[config.mk]
export PLATFORM = sky130hd
export DESIGN_NAME = hub75_bcm
export DESIGN_NICKNAME = d
export VERILOG_FILES = /design/src/rtl/hub75_bcm_pkg.sv /design/src/rtl/hub75_bcm_timer.sv /design/src/rtl/hub75_bcm.sv
export SDC_FILE = /design/constraint.sdc
export NUM_CORES = 1
export LEC_CHECK = 0
export ABC_CLOCK_PERIOD_IN_PS = 4200
export BUFFER_PORTS_ARGS = -buffer_cell sky130_fd_sc_hd__buf_4
export CELL_PAD_IN_SITES_DETAIL_PLACEMENT = 0
export CELL_PAD_IN_SITES_GLOBAL_PLACEMENT = 1
export CORE_MARGIN = 1
export CORE_UTILIZATION = 44
export DETAILED_ROUTE_END_ITERATION = 16
export PLACE_DENSITY = 0.83
export SLEW_MARGIN = 20
export SYNTH_ARGS = -nofsm -noshare
export SYNTH_HDL_FRONTEND = slang
export SYNTH_SLANG_ARGS = --single-unit
[constraint.sdc]
create_clock -name clk -period 4.2 [get_ports clk]
set_input_delay 0.84 -clock clk [delete_from_list [all_inputs] [get_ports clk]]
set_output_delay 0.84 -clock clk [all_outputs]
set_load 0.01 [all_outputs]
[src/rtl/hub75_bcm_pkg.sv]
// Shared types and constants for the HUB75 binary-code-modulation row painter.
package hub75_bcm_pkg;

  localparam int LSB_W = 8;

  typedef enum logic [2:0] {
    S_IDLE,
    S_SHIFT,
    S_WAIT,
    S_BLANK,
    S_LATCH,
    S_SHOW
  } bcm_state_t;

  // On-timer must hold the longest plane: 255 << (N_PLANES-1).
  function automatic int on_w(input int n_planes);
    return LSB_W + n_planes;
  endfunction

  function automatic logic [LSB_W-1:0] lsb_len(input logic [LSB_W-1:0] cfg);
    return (cfg == '0) ? LSB_W'(1) : cfg;
  endfunction

endpackage

[src/rtl/hub75_bcm_timer.sv]
// Loadable down-counter that parks at zero; zero flag is decoded from the count.
module hub75_bcm_timer #(
  parameter int W = 16
) (
  input  logic         clk,
  input  logic         rst_n,
  input  logic         load,
  input  logic [W-1:0] load_val,
  output logic         zero
);

  logic [W-1:0] cnt;

  always_ff @(posedge clk or negedge rst_n) begin
    if (!rst_n)          cnt <= '0;
    else if (load)       cnt <= load_val;
    else if (cnt != '0)  cnt <= cnt - 1'b1;
  end

  assign zero = (cnt == '0);

endmodule

[src/rtl/hub75_bcm.sv]
// BCM row sequencer: shifts each plane while the previous one is lit, then
// blanks, latches and shows it for lsb_len << plane cycles.
module hub75_bcm
  import hub75_bcm_pkg::*;
#(
  parameter int N_ROWS       = 32,
  parameter int N_PLANES     = 8,
  parameter int LOG_N_ROWS   = $clog2(N_ROWS),
  parameter int LOG_N_PLANES = $clog2(N_PLANES)
) (
  input  logic                    clk,
  input  logic                    rst_n,
  input  logic [LOG_N_ROWS-1:0]   bcm_row,
  input  logic                    bcm_go,
  output logic                    bcm_rdy,
  output logic [LOG_N_PLANES-1:0] shift_plane,
  output logic                    shift_go,
  input  logic                    shift_rdy,
  input  logic [LSB_W-1:0]        cfg_lsb_len,
  output logic [LOG_N_ROWS-1:0]   phy_addr,
  output logic                    phy_le,
  output logic                    phy_blank
);

  localparam int ON_W = on_w(N_PLANES);
  localparam logic [LOG_N_PLANES-1:0] LAST_PLANE = LOG_N_PLANES'(N_PLANES - 1);

  bcm_state_t              state;
  logic [LOG_N_ROWS-1:0]   row_q;
  logic [LOG_N_PLANES-1:0] plane;
  logic                    t_load;
  logic                    t_zero;
  logic [ON_W-1:0]         on_len;

  // Outputs are registered as the decode of the state being entered, so the
  // timer is loaded on entry to SHOW and the panel lights during SHOW itself.
  // Loading len-1 makes the zero-count cycle the last lit one, giving exactly
  // len lit cycles and only BLANK+LATCH dark between back-to-back planes.
  assign t_load = (state == S_LATCH);
  assign on_len = (ON_W'(lsb_len(cfg_lsb_len)) << plane) - ON_W'(1);

  hub75_bcm_timer #(.W(ON_W)) u_timer (
    .clk      (clk),
    .rst_n    (rst_n),
    .load     (t_load),
    .load_val (on_len),
    .zero     (t_zero)
  );

  always_ff @(posedge clk or negedge rst_n) begin
    if (!rst_n) begin
      state       <= S_IDLE;
      row_q       <= '0;
      plane       <= '0;
      bcm_rdy     <= 1'b1;
      shift_go    <= 1'b0;
      shift_plane <= '0;
      phy_le      <= 1'b0;
      phy_blank   <= 1'b1;
      phy_addr    <= '0;
    end else begin
      if (t_zero && !t_load) phy_blank <= 1'b1;
      case (state)
        S_IDLE: if (bcm_go) begin
          row_q       <= bcm_row;
          plane       <= '0;
          shift_plane <= '0;
          shift_go    <= 1'b1;
          bcm_rdy     <= 1'b0;
          state       <= S_SHIFT;
        end
        S_SHIFT: begin
          shift_go <= 1'b0;
          state    <= S_WAIT;
        end
        S_WAIT: if (shift_rdy && t_zero) begin
          phy_blank <= 1'b1;
          state     <= S_BLANK;
        end
        S_BLANK: begin
          phy_le   <= 1'b1;
          phy_addr <= row_q;
          state    <= S_LATCH;
        end
        S_LATCH: begin
          phy_le    <= 1'b0;
          phy_blank <= 1'b0;
          state     <= S_SHOW;
        end
        S_SHOW: if (plane == LAST_PLANE) begin
          bcm_rdy <= 1'b1;
          state   <= S_IDLE;
        end else begin
          plane       <= plane + LOG_N_PLANES'(1);
          shift_plane <= plane + LOG_N_PLANES'(1);
          shift_go    <= 1'b1;
          state       <= S_SHIFT;
        end
        default: state <= S_IDLE;
      endcase
    end
  end

endmodule

# ---- After elaboration in Yosys (flattened, before gate mapping)
# Index checks and enable logic that the tools add are counted.
dict set report totals {
  out_inout_bits 12
  elab_cells 59
  reg_bits 36
  in_bits 17
}
dict set report op_classes {
  shifts 1
  n_reduce_logical 16
  muxes 20
  addsub 3
  eq_ne 10
}
# cell count
set op_table {}
lappend op_table {{$mux 16} 2}
lappend op_table {{$sub 16x1->16 const B} 2}
lappend op_table {{$pmux 3 s6} 1}
lappend op_table {{$logic_not 16->1} 1}
lappend op_table {{$reduce_bool 16->1} 1}
lappend op_table {{$shl 8x3->16} 1}
lappend op_table {{$mux 3} 4}
lappend op_table {{$eq 3x3->1 const B} 3}
lappend op_table {{$reduce_and 3->1} 3}
lappend op_table {{$logic_not 8->1} 1}
lappend op_table {{$mux 8} 1}
lappend op_table {{$ne 2x2->1 const B} 4}
lappend op_table {{$mux 1} 7}
lappend op_table {{$eq 3x2->1 const B} 2}
lappend op_table {{$pmux 1 s2} 3}
lappend op_table {{$pmux 3 s2} 1}
lappend op_table {{$reduce_bool 2->1} 3}
lappend op_table {{$reduce_and 2->1} 2}
lappend op_table {{$add 3x1->3 const B} 1}
lappend op_table {{$eq 3x1->1 const B} 1}
lappend op_table {{$logic_not 3->1} 1}
lappend op_table {{$pmux 1 s3} 1}
lappend op_table {{$reduce_bool 3->1} 1}
lappend op_table {{$logic_and 1x1->1} 2}
lappend op_table {{$logic_not 1->1} 1}

# ---- Longest topological paths before layout
dict set report depth {
  word_depth 6
  depth_mapped 10
  depth_no_buf 9
}

# ---- By module
# A second synthesis with hierarchy kept.
dict set report hier_totals {
  cells_unflattened 336
  area_unflattened_um2 2869.0
}
# mod seq_area_each_um2 instances area_each_um2 cells_each
set by_module_without_submodules {}
lappend by_module_without_submodules {hub75_bcm 503.0 1 1863.0 232}
lappend by_module_without_submodules {hub75_bcm_timer 400.4 1 1006.0 104}

# ---- Worst setup path before layout
# No wires, ideal clock.
dict set report synth_timing {
  path_kind {input to register}
  startpoint {in cfg_lsb_len[1]}
  endpoint {reg u_timer.cnt[13]}
  n_path_buf 1
  t_arrival_ns 2.851
  setup_ns 0.128
  slack_ns 1.222
  required_time_ns 4.072
  path_stages 8
  cell_sequence {mux4_2 nand2_1 o41ai_1 a21o_1 or4b_1 buf_2 nor4b_2 mux2_1}
}
dict set report synth_via {
  elab_chain_len 5
}
# item line_no
set synth_rtl {}
lappend synth_rtl {{start: declaration} hub75_bcm.sv:19} ;# input logic [LSB_W-1:0] cfg_lsb_len,
lappend synth_rtl {{$logic_not 8->1} hub75_bcm_pkg.sv:21} ;# return (cfg == '0) ? LSB_W'(1) : cfg;
lappend synth_rtl {{$mux 8 *} hub75_bcm_pkg.sv:21}
lappend synth_rtl {{$shl 8x3->16 *} hub75_bcm.sv:40} ;# assign on_len = (ON_W'(lsb_len(cfg_lsb_len)) << plane) - ON_W'(1);
lappend synth_rtl {{$sub 16x1->16 *} hub75_bcm.sv:40}
lappend synth_rtl {{$mux 16 *} hub75_bcm_timer.sv:16} ;# else if (load) cnt <= load_val;
lappend synth_rtl {{end signal: assignment} hub75_bcm_timer.sv:16}
lappend synth_rtl {{end signal: assignment} hub75_bcm_timer.sv:17} ;# else if (cnt != '0) cnt <= cnt - 1'b1;
lappend synth_rtl {{end: declaration} hub75_bcm_timer.sv:12} ;# logic [W-1:0] cnt;
# Every way passes the cells marked *; elsewhere a longest branch is shown, timed or not.
# A chain may end at the register's enable or synchronous reset.

# ---- Worst setup path after layout
dict set report layout_timing {
  startpoint {reg plane[0]}
  endpoint {reg u_timer.cnt[13]}
}
dict set report layout_via {
  elab_chain_len 3
}
# item line_no
set layout_rtl {}
lappend layout_rtl {{start: declaration} hub75_bcm.sv:30} ;# logic [LOG_N_PLANES-1:0] plane;
lappend layout_rtl {{start signal: assignment} hub75_bcm.sv:94} ;# plane <= plane + LOG_N_PLANES'(1);
lappend layout_rtl {{$shl 8x3->16} hub75_bcm.sv:40}
lappend layout_rtl {{$sub 16x1->16} hub75_bcm.sv:40}
lappend layout_rtl {{$mux 16} hub75_bcm_timer.sv:16}
# Every way passes these cells.

==> impl_metrics.yaml <==
die:
  coreArea_mm2: 0.00482
  die_area_mm2: 0.00541
  fp-row-count: 25
  start_util_pct: 46.8
  die_w_um: 73.6
  dieHeight_um: 73.6
  ioPinCount: 29
run:
  maxCapViolCount: 0
sta:
  slew_violations: 0
  rsz0062_at_grt: "no"
  timing.final.ws_setup_ns: 0.884
  finalSetupViolCount: 0
  max_slew_margin_pct: 43.0
  fin_crit_sh_pct: 78.9
  worst_slew_pin_slew_ns: 0.848
  hold_viol: 0
  fin_worst_skew_ns: 0.0104
  fin_setup_tns_ns: 0
  finalCriticalPeriod_ns: 3.32
  fmax_ghz: 0.302
cts:
  htreeDepth: 2
  path_clk_slew_ns: 0.08
  clk_root_buffer_cell: "clkbuf_8"
  cts_made_buffers: 5
  post_cts_resized: 0
  post_cts_buffers: 0
  clkLatencyLatePin_ns: 0.29
  cts_sinks: 36
  clockBufferDepth: 2
  cts_hold_buf: 0
  cts_tree: "built"
placement:
  dp_cells: 325
  place.gp.congestion: 0.838
  pre_cts_ws_ns: 0.837
  portBuffers: 28
  place_hpwl_mm: 3.71
global_routing:
  antenna_found_initial: 0
  grt_pass1_wl_mm: 8.78
  grt_overflow: 0
  grt_max_degree: 37
  grt_busiest_layer: "met2"
  use_met3_pct: 4.12
  grt_pass1_vias: 1855
  grtUsageMet2_pct: 32.2
  grtUsageTotal_pct: 21.5
  grt_use_met1_pct: 30.6
setup_path:
  cp.required_ns: 4.38
  start_kind: "register"
  arrival_ns: 3.50
  path_class: "reg -> reg"
  path_max_fanout: 13
  cp-end-kind: "register"
power_and_ir_drop:
  p_leak_nw: 1.08
  irDropWorstVdd_v: 0.000368
  powerDensity_mw_per_mm2: 665
final_layout:
  drive_above_1_share_pct: 24.8
  seq_area_um2: 903
  area_growth_pct: 16.7
  utilization_pct: 54.6
  layoutNonFillerInstCount: 333
  antennaDiodeCount: 0
  nets: 285
  multi_input_area_mm2: 0.00128
  nFillCells: 462
detailed_routing:
  drt_first_iter_violations: 133
  wl_per_cell_um: 15.5
  first_pass_iters: 4
  drc: 0
  totalWireLength_mm: 5.17
  ant_nets: 0
  vias: 1922
  routed_via_density: 5.77
logic_synthesis:
  synth_seq_cells: 36
  synth.avg_cell_area_um2: 9.43
  yosysWarnings: 0
  synth_async_sr_flop_share_pct: 100
  synth_edf_count: 0
  synth_fp_nets: 259
  ys.flop_type: "dfrtp_1"
  synth.distinct_cells: 59
  synthCells: 239
  syn_area_mm2: 0.00225
  yosysSeqAreaShare_pct: 40.1
worst_hold_path:
  hold_path_class: "in -> async"
status:
  status: "completed"
## cell type report
class                      instances  share of cell area [%]
inverter                           5                   0.713
multi-input combinational        186                    48.5
tap                               67                    3.19
clock buffer                       5                    2.62
clock inverter                     3                    1.76
sequential                        36                    34.3
timing repair buffer              31                    8.84
## routing by layer
layer	wire (um)	vias up	part of all wire [%]
li1	-	938	-
met1	2480	918	48
met2	2310	58	45
met3	282	8	5.5
met4	96	0	1.9
met5	0	-	0
## per-stage QoR
step / hold slack, ns / power [W] / instance area (um^2)
final: 0.487 / 0.00175 / 2630
after global routing: 0.518 / 0.00189 / 2630
after CTS: 0.500 / 0.00176 / 2630
after detailed placement: 0.472 / 0.00143 / 2520
after global placement: 0.465 / 0.00143 / 2520
after floorplan: 0.477 / 0.00121 / 2250
## report_power, final
group          internal (W)  switching, W  total [W]  leakage, nW
sequential         0.000492      0.000138   0.000630        0.440
clock              0.000179      0.000137   0.000316       0.0548
combinational      0.000389      0.000413   0.000803        0.589
## cells in the mapped netlist, drive strengths merged, types with 3 or more instances
| cell | number | area [um^2] |
|---|---|---|
| inv | 5 | 18.8 |
| or4 | 3 | 22.5 |
| or3 | 3 | 18.8 |
| mux2 | 15 | 169 |
| nor3 | 7 | 35.0 |
| nand3b | 6 | 45.0 |
| clkbuf | 4 | 15.0 |
| nand2 | 33 | 126 |
| nor2 | 20 | 75.1 |
| a21oi | 12 | 60.1 |
| o21ai | 16 | 80.1 |
| nand3 | 8 | 40.0 |
| nor2b | 4 | 25.0 |
| mux4 | 3 | 67.6 |
| buf | 8 | 45.0 |
| nor4b | 3 | 32.5 |
| dfrtp | 34 | 851 |
| nor4 | 5 | 46.3 |
| ha | 3 | 37.5 |
| mux2i | 6 | 60.1 |
| a31oi | 3 | 18.8 |
## path summary, 6_finish.rpt
check	start	end	slack, ns	depth (start not counted)
max in group asynchronous	rst_n	bcm_rdy	3.37	1
hold / removal	rst_n	row_q[3]	0.49	1
setup reg to reg	plane[0]	u_timer.cnt[13]	0.88	8
setup / recovery	plane[0]	u_timer.cnt[13]	0.88	8
min in group clk	phy_le	phy_le	0.50	2
hold reg to reg	phy_le	phy_le	0.50	2
## flip-flops by register name (all words and copies together) (netlist names)
signal,count
u_timer.cnt,16
row_q,5
phy_blank,1
state,3
plane,3
bcm_rdy,1
shift_go,1
phy_le,1
phy_addr,5
## placed cells by master, fill, tap and decap left out, drive strengths merged, types with 3 or more instances in the layout
cell type / n
a21oi: 12
a31oi: 3
buf: 31
clkbuf: 5
dfrtp: 34
ha: 3
inv: 6
mux2: 15
mux2i: 6
mux4: 3
nand2: 33
nand3: 8
nand3b: 6
nor2: 20
nor2b: 4
nor3: 7
nor4: 5
nor4b: 3
o21ai: 16
or3: 3
or4: 3
## worst max-delay path, cell delays in order, from the launching register on
cell and delay [ns]:
dfrtp_1 0.62, buf_4 0.25, mux4_2 0.55, nand2_1 0.09, o41ai_1 0.11, a21o_1 0.26
or4b_1 0.69, nor4b_2 0.28, mux2_1 0.35
## kinds of logic after synthesis
group           Yosys count  share of synthesized area [%]
buf+inv                  17                           3.50
flops                    36                           40.1
compound gates           53                           15.8
mux                      24                           13.2
fa+ha+maj                 3                           1.66
xor+xnor                  3                           1.17
simple gates            103                           24.6
No activity file was read; power rests on OpenSTA's default activity.
